<file path="src/rtl/alias_lane_packer_if.sv">
// Handshake bundle for alias_lane_packer: narrow input stream in, packed wide word out.
// The master modport is the producer/consumer side; the slave modport is the packer.
interface alias_lane_packer_if #(
  parameter int IN_W  = 32,
  parameter int RATIO = 4,
  parameter int CNT_W = 16
);
  logic                    in_valid;
  logic                    in_ready;
  logic [IN_W-1:0]         in_data;
  logic                    in_last;
  logic                    flush;
  logic                    out_valid;
  logic                    out_ready;
  logic [IN_W*RATIO-1:0]   out_data;
  logic [RATIO-1:0]        out_keep;
  logic                    out_last;
  logic [CNT_W-1:0]        word_cnt;

  modport master (
    output in_valid, in_data, in_last, flush, out_ready,
    input  in_ready, out_valid, out_data, out_keep, out_last, word_cnt
  );

  modport slave (
    input  in_valid, in_data, in_last, flush, out_ready,
    output in_ready, out_valid, out_data, out_keep, out_last, word_cnt
  );
endinterface

</file>
<file path="src/rtl/alias_lane_packer.sv">
// Upsizing gearbox: packs RATIO IN_W-bit beats into one lane-sliced wide word,
// with early close on in_last/flush, per-lane keep mask and a saturating word counter.
module alias_lane_packer #(
  parameter int IN_W      = 32,
  parameter int RATIO     = 4,
  parameter int MSB_FIRST = 0,
  parameter int CNT_W     = 16
) (
  input  logic               clk,
  input  logic               rst_n,
  alias_lane_packer_if.slave bus
);

  localparam int unsigned OUT_W = IN_W * RATIO;
  localparam int unsigned IDX_W = (RATIO > 2) ? $clog2(RATIO) : 1;

  generate
    if (IN_W < 1 || RATIO < 2) begin : g_bad_params
      $error("alias_lane_packer: IN_W must be >= 1 and RATIO must be >= 2");
    end
  endgenerate

  logic [OUT_W-1:0] acc;
  logic [RATIO-1:0] mask;
  logic [IDX_W-1:0] idx;

  logic             out_valid_q;
  logic [OUT_W-1:0] out_data_q;
  logic [RATIO-1:0] out_keep_q;
  logic             out_last_q;
  logic [CNT_W-1:0] word_cnt_q;

  logic             ready_c;
  logic             accept_c;
  logic             close_c;
  logic [IDX_W-1:0] lane_c;
  logic [OUT_W-1:0] acc_nx_c;
  logic [RATIO-1:0] mask_nx_c;

  assign ready_c  = !out_valid_q || bus.out_ready;
  assign accept_c = bus.in_valid && ready_c;
  assign lane_c   = (MSB_FIRST != 0) ? IDX_W'(RATIO - 1) - idx : idx;

  // Accumulator and mask as they stand after this cycle's beat, used both to
  // continue filling and as the closing word.
  always_comb begin
    acc_nx_c  = acc;
    mask_nx_c = mask;
    if (accept_c) begin
      acc_nx_c[int'(lane_c)*IN_W +: IN_W] = bus.in_data;
      mask_nx_c[lane_c]                    = 1'b1;
    end
    close_c = (accept_c && (idx == IDX_W'(RATIO - 1) || bus.in_last)) ||
              (bus.flush && ready_c && (mask != '0 || accept_c));
  end

  always_ff @(posedge clk) begin
    if (!rst_n) begin
      acc         <= '0;
      mask        <= '0;
      idx         <= '0;
      out_valid_q <= 1'b0;
      out_data_q  <= '0;
      out_keep_q  <= '0;
      out_last_q  <= 1'b0;
      word_cnt_q  <= '0;
    end else begin
      if (out_valid_q && bus.out_ready) begin
        out_valid_q <= 1'b0;
      end
      if (close_c) begin
        out_valid_q <= 1'b1;
        out_data_q  <= acc_nx_c;
        out_keep_q  <= mask_nx_c;
        out_last_q  <= accept_c && bus.in_last;
        acc         <= '0;
        mask        <= '0;
        idx         <= '0;
        if (word_cnt_q != '1) begin
          word_cnt_q <= word_cnt_q + CNT_W'(1);
        end
      end else if (accept_c) begin
        acc  <= acc_nx_c;
        mask <= mask_nx_c;
        idx  <= idx + IDX_W'(1);
      end
    end
  end

  assign bus.in_ready  = ready_c;
  assign bus.out_valid = out_valid_q;
  assign bus.out_data  = out_data_q;
  assign bus.out_keep  = out_keep_q;
  assign bus.out_last  = out_last_q;
  assign bus.word_cnt  = word_cnt_q;

endmodule

</file>
<file path="src/flat_wrapper.sv">
// flat-port wrapper written by rule: the top's interface ports become plain ports
module alias_lane_packer_flat 
#(
  parameter int IN_W      = 32,
  parameter int RATIO     = 4,
  parameter int MSB_FIRST = 0,
  parameter int CNT_W     = 16
)
  (clk, rst_n, bus_in_valid, bus_in_data, bus_in_last, bus_flush, bus_out_ready, bus_in_ready, bus_out_valid, bus_out_data, bus_out_keep, bus_out_last, bus_word_cnt);
  alias_lane_packer_if #(.IN_W(IN_W), .RATIO(RATIO), .CNT_W(CNT_W)) bus_i ();
  input  logic clk;
  input  logic rst_n;
  input wire logic [$bits(bus_i.in_valid)-1:0] bus_in_valid;
  input wire logic [$bits(bus_i.in_data)-1:0] bus_in_data;
  input wire logic [$bits(bus_i.in_last)-1:0] bus_in_last;
  input wire logic [$bits(bus_i.flush)-1:0] bus_flush;
  input wire logic [$bits(bus_i.out_ready)-1:0] bus_out_ready;
  output wire logic [$bits(bus_i.in_ready)-1:0] bus_in_ready;
  output wire logic [$bits(bus_i.out_valid)-1:0] bus_out_valid;
  output wire logic [$bits(bus_i.out_data)-1:0] bus_out_data;
  output wire logic [$bits(bus_i.out_keep)-1:0] bus_out_keep;
  output wire logic [$bits(bus_i.out_last)-1:0] bus_out_last;
  output wire logic [$bits(bus_i.word_cnt)-1:0] bus_word_cnt;
  assign bus_i.in_valid = bus_in_valid;
  assign bus_i.in_data = bus_in_data;
  assign bus_i.in_last = bus_in_last;
  assign bus_i.flush = bus_flush;
  assign bus_i.out_ready = bus_out_ready;
  assign bus_in_ready = bus_i.in_ready;
  assign bus_out_valid = bus_i.out_valid;
  assign bus_out_data = bus_i.out_data;
  assign bus_out_keep = bus_i.out_keep;
  assign bus_out_last = bus_i.out_last;
  assign bus_word_cnt = bus_i.word_cnt;
  alias_lane_packer #(.IN_W(IN_W), .RATIO(RATIO), .MSB_FIRST(MSB_FIRST), .CNT_W(CNT_W)) u_core (.clk(clk), .rst_n(rst_n), .bus(bus_i));
endmodule
</file>
<file path="config.mk">
export PLATFORM = sky130hd
export DESIGN_NAME = alias_lane_packer_flat
export DESIGN_NICKNAME = d
export VERILOG_FILES = /design/src/rtl/alias_lane_packer_if.sv /design/src/rtl/alias_lane_packer.sv /design/src/flat_wrapper.sv
export SDC_FILE = /design/constraint.sdc
export NUM_CORES = 1
export LEC_CHECK = 0
export CAP_MARGIN = 0
export CORE_AREA = 4 4 154 156
export DETAILED_ROUTE_END_ITERATION = 10
export DIE_AREA = 0 0 158 160
export PLACE_DENSITY = 0.75
export SLEW_MARGIN = 20
export SYNTH_ARGS = -nofsm -noshare
export SYNTH_HDL_FRONTEND = slang
export SYNTH_SLANG_ARGS = --single-unit
export TNS_END_PERCENT = 100
</file>
<file path="constraint.sdc">
create_clock -name clk -period 2.8 [get_ports clk]
set_input_delay 0.56 -clock clk [delete_from_list [all_inputs] [get_ports clk]]
set_output_delay 0.56 -clock clk [all_outputs]
set_load 0.05 [all_outputs]
</file>
==> impl_summary.md <==
GRT
The largest net degree at the start of global routing is about 140. The overall track demand over capacity in global routing is 23.9%. The sum of overflow across all layers after global routing is 0. The initial antenna violation count is 5. The first global-routing pass estimated roughly 48 mm of wire. The via count of the first global-routing pass is between 8000 and 9000.

Timing
The worst pin sits at a relative slew slack of about 50%. The sum of negative setup slack is 0 ns. The number of pins with negative max-slew slack in the final report is 0. Based on the critical path, the design can be clocked at up to around 420 MHz.

The final setup skew is 0.0174 ns. At the pin with the least slew margin, the transition time is around 0.75 ns. The count of final hold-check violations is 0. Setup repair after global routing left no endpoint under its margin.

The total setup violations reported at the end of the flow is 0. The share of the clock period used by the worst path after layout is a little under nine tenths. The minimum clock period is between 2 and 2.5 ns.

CTS
The number of buffers on the longest clock path is 3. Clock latency on the worst-skew pair, taken at its later pin, is between 0.5 and 0.6 ns. TritonCTS built the clock tree. The quantity of gates resized following cts is 0. The clock sink count is roughly 280. The clock transition at the registers of the reported paths is 0.07 ns.

Buffers inserted during clock tree synthesis total 28. In this run the number of H-tree levels came out at 1. Clock tree synthesis selected as its root buffer the cell sky130_fd_sc_hd__clkbuf_16.

In this run, post-CTS hold repair placed 0 buffers. After clock tree synthesis, the setup repair step added 0 buffers.

Routing
The total wirelength of the detailed-routed design is 31.3 mm. The first TritonRoute pass finished after 5 iterations. The first routing iteration left 737 violations. In the routed design, unresolved DRC markers number 0. The remaining antenna violation count is 0.

The total number of vias is 8947. In the routed layout, each cell is associated on average with a via count of approximately 5.5. The routed wirelength normalized by instance count is 19.4 um.

Floorplanning
The x dimension of the die is 158 um. The die is 160 um tall. The cell row count is 55.

The initial utilization of the core area, before any placement, comes to 49.5%. The count of pins on the block boundary is around 190. The core region area is roughly 0.022 mm2. The total die area is approximately 0.025 mm2.

Power and ir drop
The ratio of total power to cell area is approximately 730 mW/mm2. The leakage component of the power is approximately 5.5 nW. Summed over all nets, the switching power comes to 3.17 mW. In this run, the clock network consumes between 30 and 40% of the power. The share of total power dissipated in combinational logic is 21.9%.

Internal power comes to roughly 7.3 mW. Of the total power, registers draw approximately two fifths. Of the total power, the share spent switching nets is a little under a third. IR analysis of the VDD net gives a maximum drop of approximately 0.41 mV.

Synthesis
Averaged over all synthesized cells, the footprint is 9.58 um2. Yosys printed 0 warnings. The cell accounting for the most synthesized area is sky130_fd_sc_hd__dfxtp_1.

The count of different cell masters after synthesis is 40. In this run, synthesis inferred 0 flip-flops with an integrated enable. Counting flops with an async set or reset pin after synthesis yields a share of 0%. The cell count after synthesis came out at about 1200. In the synthesized netlist, the cells that appear most often are 285 x sky130_fd_sc_hd__nor2_1, 284 x sky130_fd_sc_hd__dfxtp_1, 139 x sky130_fd_sc_hd__a21oi_1, 130 x sky130_fd_sc_hd__a211oi_2, 129 x sky130_fd_sc_hd__and3_1. The fraction of synthesized cell area taken by the top area cell type is 51.4%. Synthesis inferred around 280 register bits.

In this run the cell area of the synthesized design comes to around 0.011 mm2. The most used flip-flop cell after synthesis is sky130_fd_sc_hd__dfxtp_1. The sequential-to-total area share from yosys stat is 51.4%.

The most frequent cell after synthesis is sky130_fd_sc_hd__nor2_1. The net count after synthesis is roughly 1200. Sorting the synthesized cells by area gives the leading types as sky130_fd_sc_hd__dfxtp_1 51%, sky130_fd_sc_hd__a211oi_2 15%, sky130_fd_sc_hd__nor2_1 9.7%.

Worst setup path
The capturing point of the worst reg2reg path is u_core.bus.out_data[82]$_SDFFE_PN0P_. The data required time of the critical path is 3.24 ns. The slowest stage of the critical path belongs to the cell sky130_fd_sc_hd__dfxtp_1.

STA classifies the critical path startpoint as a flip-flop. The total stage count of the critical path is 7. The startpoint-to-endpoint class of the critical path is flip-flop to flip-flop. The arrival time of the worst setup path is 2.84 ns. The worst setup path is captured at a flip-flop. The worst register-to-register path has a setup slack of 0.40 ns.

Counting both buffers and inverters, the worst setup path holds a total of 2. In this design, the stage delay of the slowest critical-path cell is between 0.5 and 0.6 ns. The worst register-to-register path begins at u_core.idx[0]$_SDFFE_PP0N_. The signal on the critical path passes through inv_1, ha_1, nor4b_4, buf_4, and3_1, a21oi_1, a211oi_2. The maximum fanout count along the critical path is 32.

On the critical path the largest part of the delay comes from buffers and inverters. The path depth of the worst reg2reg path is 7.

Layout
The fraction of final layout cells sized beyond drive strength 1 is 16.9%. The filler cells instantiated in the layout total 1853. The final layout contains between 1000 and 1500 nets. After routing the design area is about 0.014 mm2.

The sequential standard cell area is approximately 0.0057 mm2. The post-synthesis to final-layout area growth is 29.0%. Summing all multi-input logic gate instances after layout gives slightly below 0.005 mm2.

Placement
The sum of net half-perimeters after detailed placement is 20.0 mm. The count of buffers added on input and output ports is roughly 190. The cell area reported after detailed placement is 0.0133 mm2. Routability-driven placement finished with a final weighted congestion of about 0.80.

Flow run
The tool flagged a number of max-cap violations equal to 0.

Worst hold path
The worst hold path passes through 2 cells. The startpoint identified for the worst hold timing path is u_core.acc[124]$_SDFFE_PP0N_. The worst hold path terminates at u_core.acc[124]$_SDFFE_PP0N_. The classification of the worst-slack hold path is flip-flop to flip-flop.

Outcome
The flow ran to the end, and the final reports show no timing, DRC or antenna violations.
-- cell families after synthesis --
kind of cell	count (synthesis)	synth area share, %
AND/OR/NAND/NOR	458	19.6
AO/OA/AOI/OAI	285	22.2
flip-flops	284	51.4
buffers and inverters	106	4.82
XOR/XNOR	12	0.950
adder cells (fa/ha/maj)	9	1.02
multiplexers	1	0.0905
-- power groups by stage --
stage | logic [mW] | registers [mW] | clock network [mW]
floorplan | 0.853 | 5.15 | 0
global placement | 2.26 | 4.48 | 0
detailed placement | 2.29 | 4.49 | 0
CTS | 2.30 | 4.40 | 3.83
global route | 2.42 | 4.42 | 3.98
finish | 2.29 | 4.40 | 3.78
-- layout make-up --
type	count	share of cell area (%)
sequential	284	39.8
timing repair buffer	230	16.8
antenna	2	0.0351
tap	285	2.50
clock inverter	8	0.807
inverter	5	0.167
multi-input combinational	765	34.2
clock buffer	40	5.66
-- per-stage QoR --
stage                     util (%)  instances  total power [mW]  hold slack [ns]  worst slack [ns]
final                         63.8       1619              10.5            0.489             0.401
after floorplan                  -       1155              6.00            0.445             0.616
after detailed placement      59.7       1569              6.77            0.478             0.199
after global placement        59.7       1569              6.74            0.454             0.256
after CTS                     63.8       1617              10.5            0.492             0.398
after global routing          63.8       1617              10.8            0.509             0.233
-- flip-flops by register name, summed over array words and instances, names as in the netlist --
signal and cells:
u_core.bus.out_last 1, u_core.bus.out_data 128, u_core.bus.out_keep 4, u_core.mask 4
u_core.bus.word_cnt 16, u_core.acc 128, u_core.bus.out_valid 1, u_core.idx 2
-- worst register-to-register path: cells and delay by family (launching register included) --
| kind | cells | cell delay [ns] |
|---|---|---|
| buf+inv | 2 | 0.57 |
| compound gates | 2 | 0.31 |
| fa+ha+maj | 1 | 0.44 |
| flops | 1 | 0.55 |
| simple gates | 2 | 0.43 |
-- routing by layer --
layer	global-route usage, %	vias to the layer above	share of wire (%)
li1	-	4344	-
met1	32.1	4271	44
met2	37.2	272	44
met3	6.50	60	8.1
met4	8.49	0	3.6
met5	0	-	0
-- placed cells by master (no fill, tap or decap), types with 3 or more instances in the layout --
| cell | n |
|---|---|
| sky130_fd_sc_hd__ha_1 | 9 |
| sky130_fd_sc_hd__clkinv_2 | 5 |
| sky130_fd_sc_hd__and3_1 | 129 |
| sky130_fd_sc_hd__bufinv_16 | 3 |
| sky130_fd_sc_hd__clkbuf_8 | 4 |
| sky130_fd_sc_hd__xnor2_1 | 10 |
| sky130_fd_sc_hd__a211oi_2 | 130 |
| sky130_fd_sc_hd__dfxtp_1 | 284 |
| sky130_fd_sc_hd__inv_1 | 4 |
| sky130_fd_sc_hd__clkbuf_16 | 29 |
| sky130_fd_sc_hd__nor3_2 | 3 |
| sky130_fd_sc_hd__nand3_1 | 5 |
| sky130_fd_sc_hd__nand4_1 | 5 |
| sky130_fd_sc_hd__a21oi_1 | 139 |
| sky130_fd_sc_hd__clkdlybuf4s50_1 | 187 |
| sky130_fd_sc_hd__buf_12 | 16 |
| sky130_fd_sc_hd__nand2_1 | 10 |
| sky130_fd_sc_hd__nor2_1 | 285 |
| sky130_fd_sc_hd__nor3_1 | 3 |
| sky130_fd_sc_hd__and4b_1 | 5 |
| sky130_fd_sc_hd__buf_4 | 27 |
| sky130_fd_sc_hd__a211oi_1 | 8 |
| sky130_fd_sc_hd__clkbuf_1 | 7 |
-- how the worst max path moves through the flow --
stage / to / slack, ns / startpoint
2_1_floorplan: u_core.bus.word_cnt[13]$_SDFFE_PN0P_ / 0.62 / bus_out_ready
3_3_place_gp: u_core.bus.word_cnt[13]$_SDFFE_PN0P_ / 0.26 / bus_in_valid
3_5_place_dp: u_core.acc[39]$_SDFFE_PP0N_ / 0.20 / bus_in_valid
4_1_cts: bus_word_cnt[2] / 0.40 / u_core.bus.word_cnt[2]$_SDFFE_PN0P_
5_1_grt: u_core.bus.out_data[92]$_SDFFE_PN0P_ / 0.23 / u_core.idx[0]$_SDFFE_PP0N_
6_report: u_core.bus.out_data[82]$_SDFFE_PN0P_ / 0.40 / u_core.idx[0]$_SDFFE_PP0N_
Note: power is estimated with default switching activity, not from simulation.
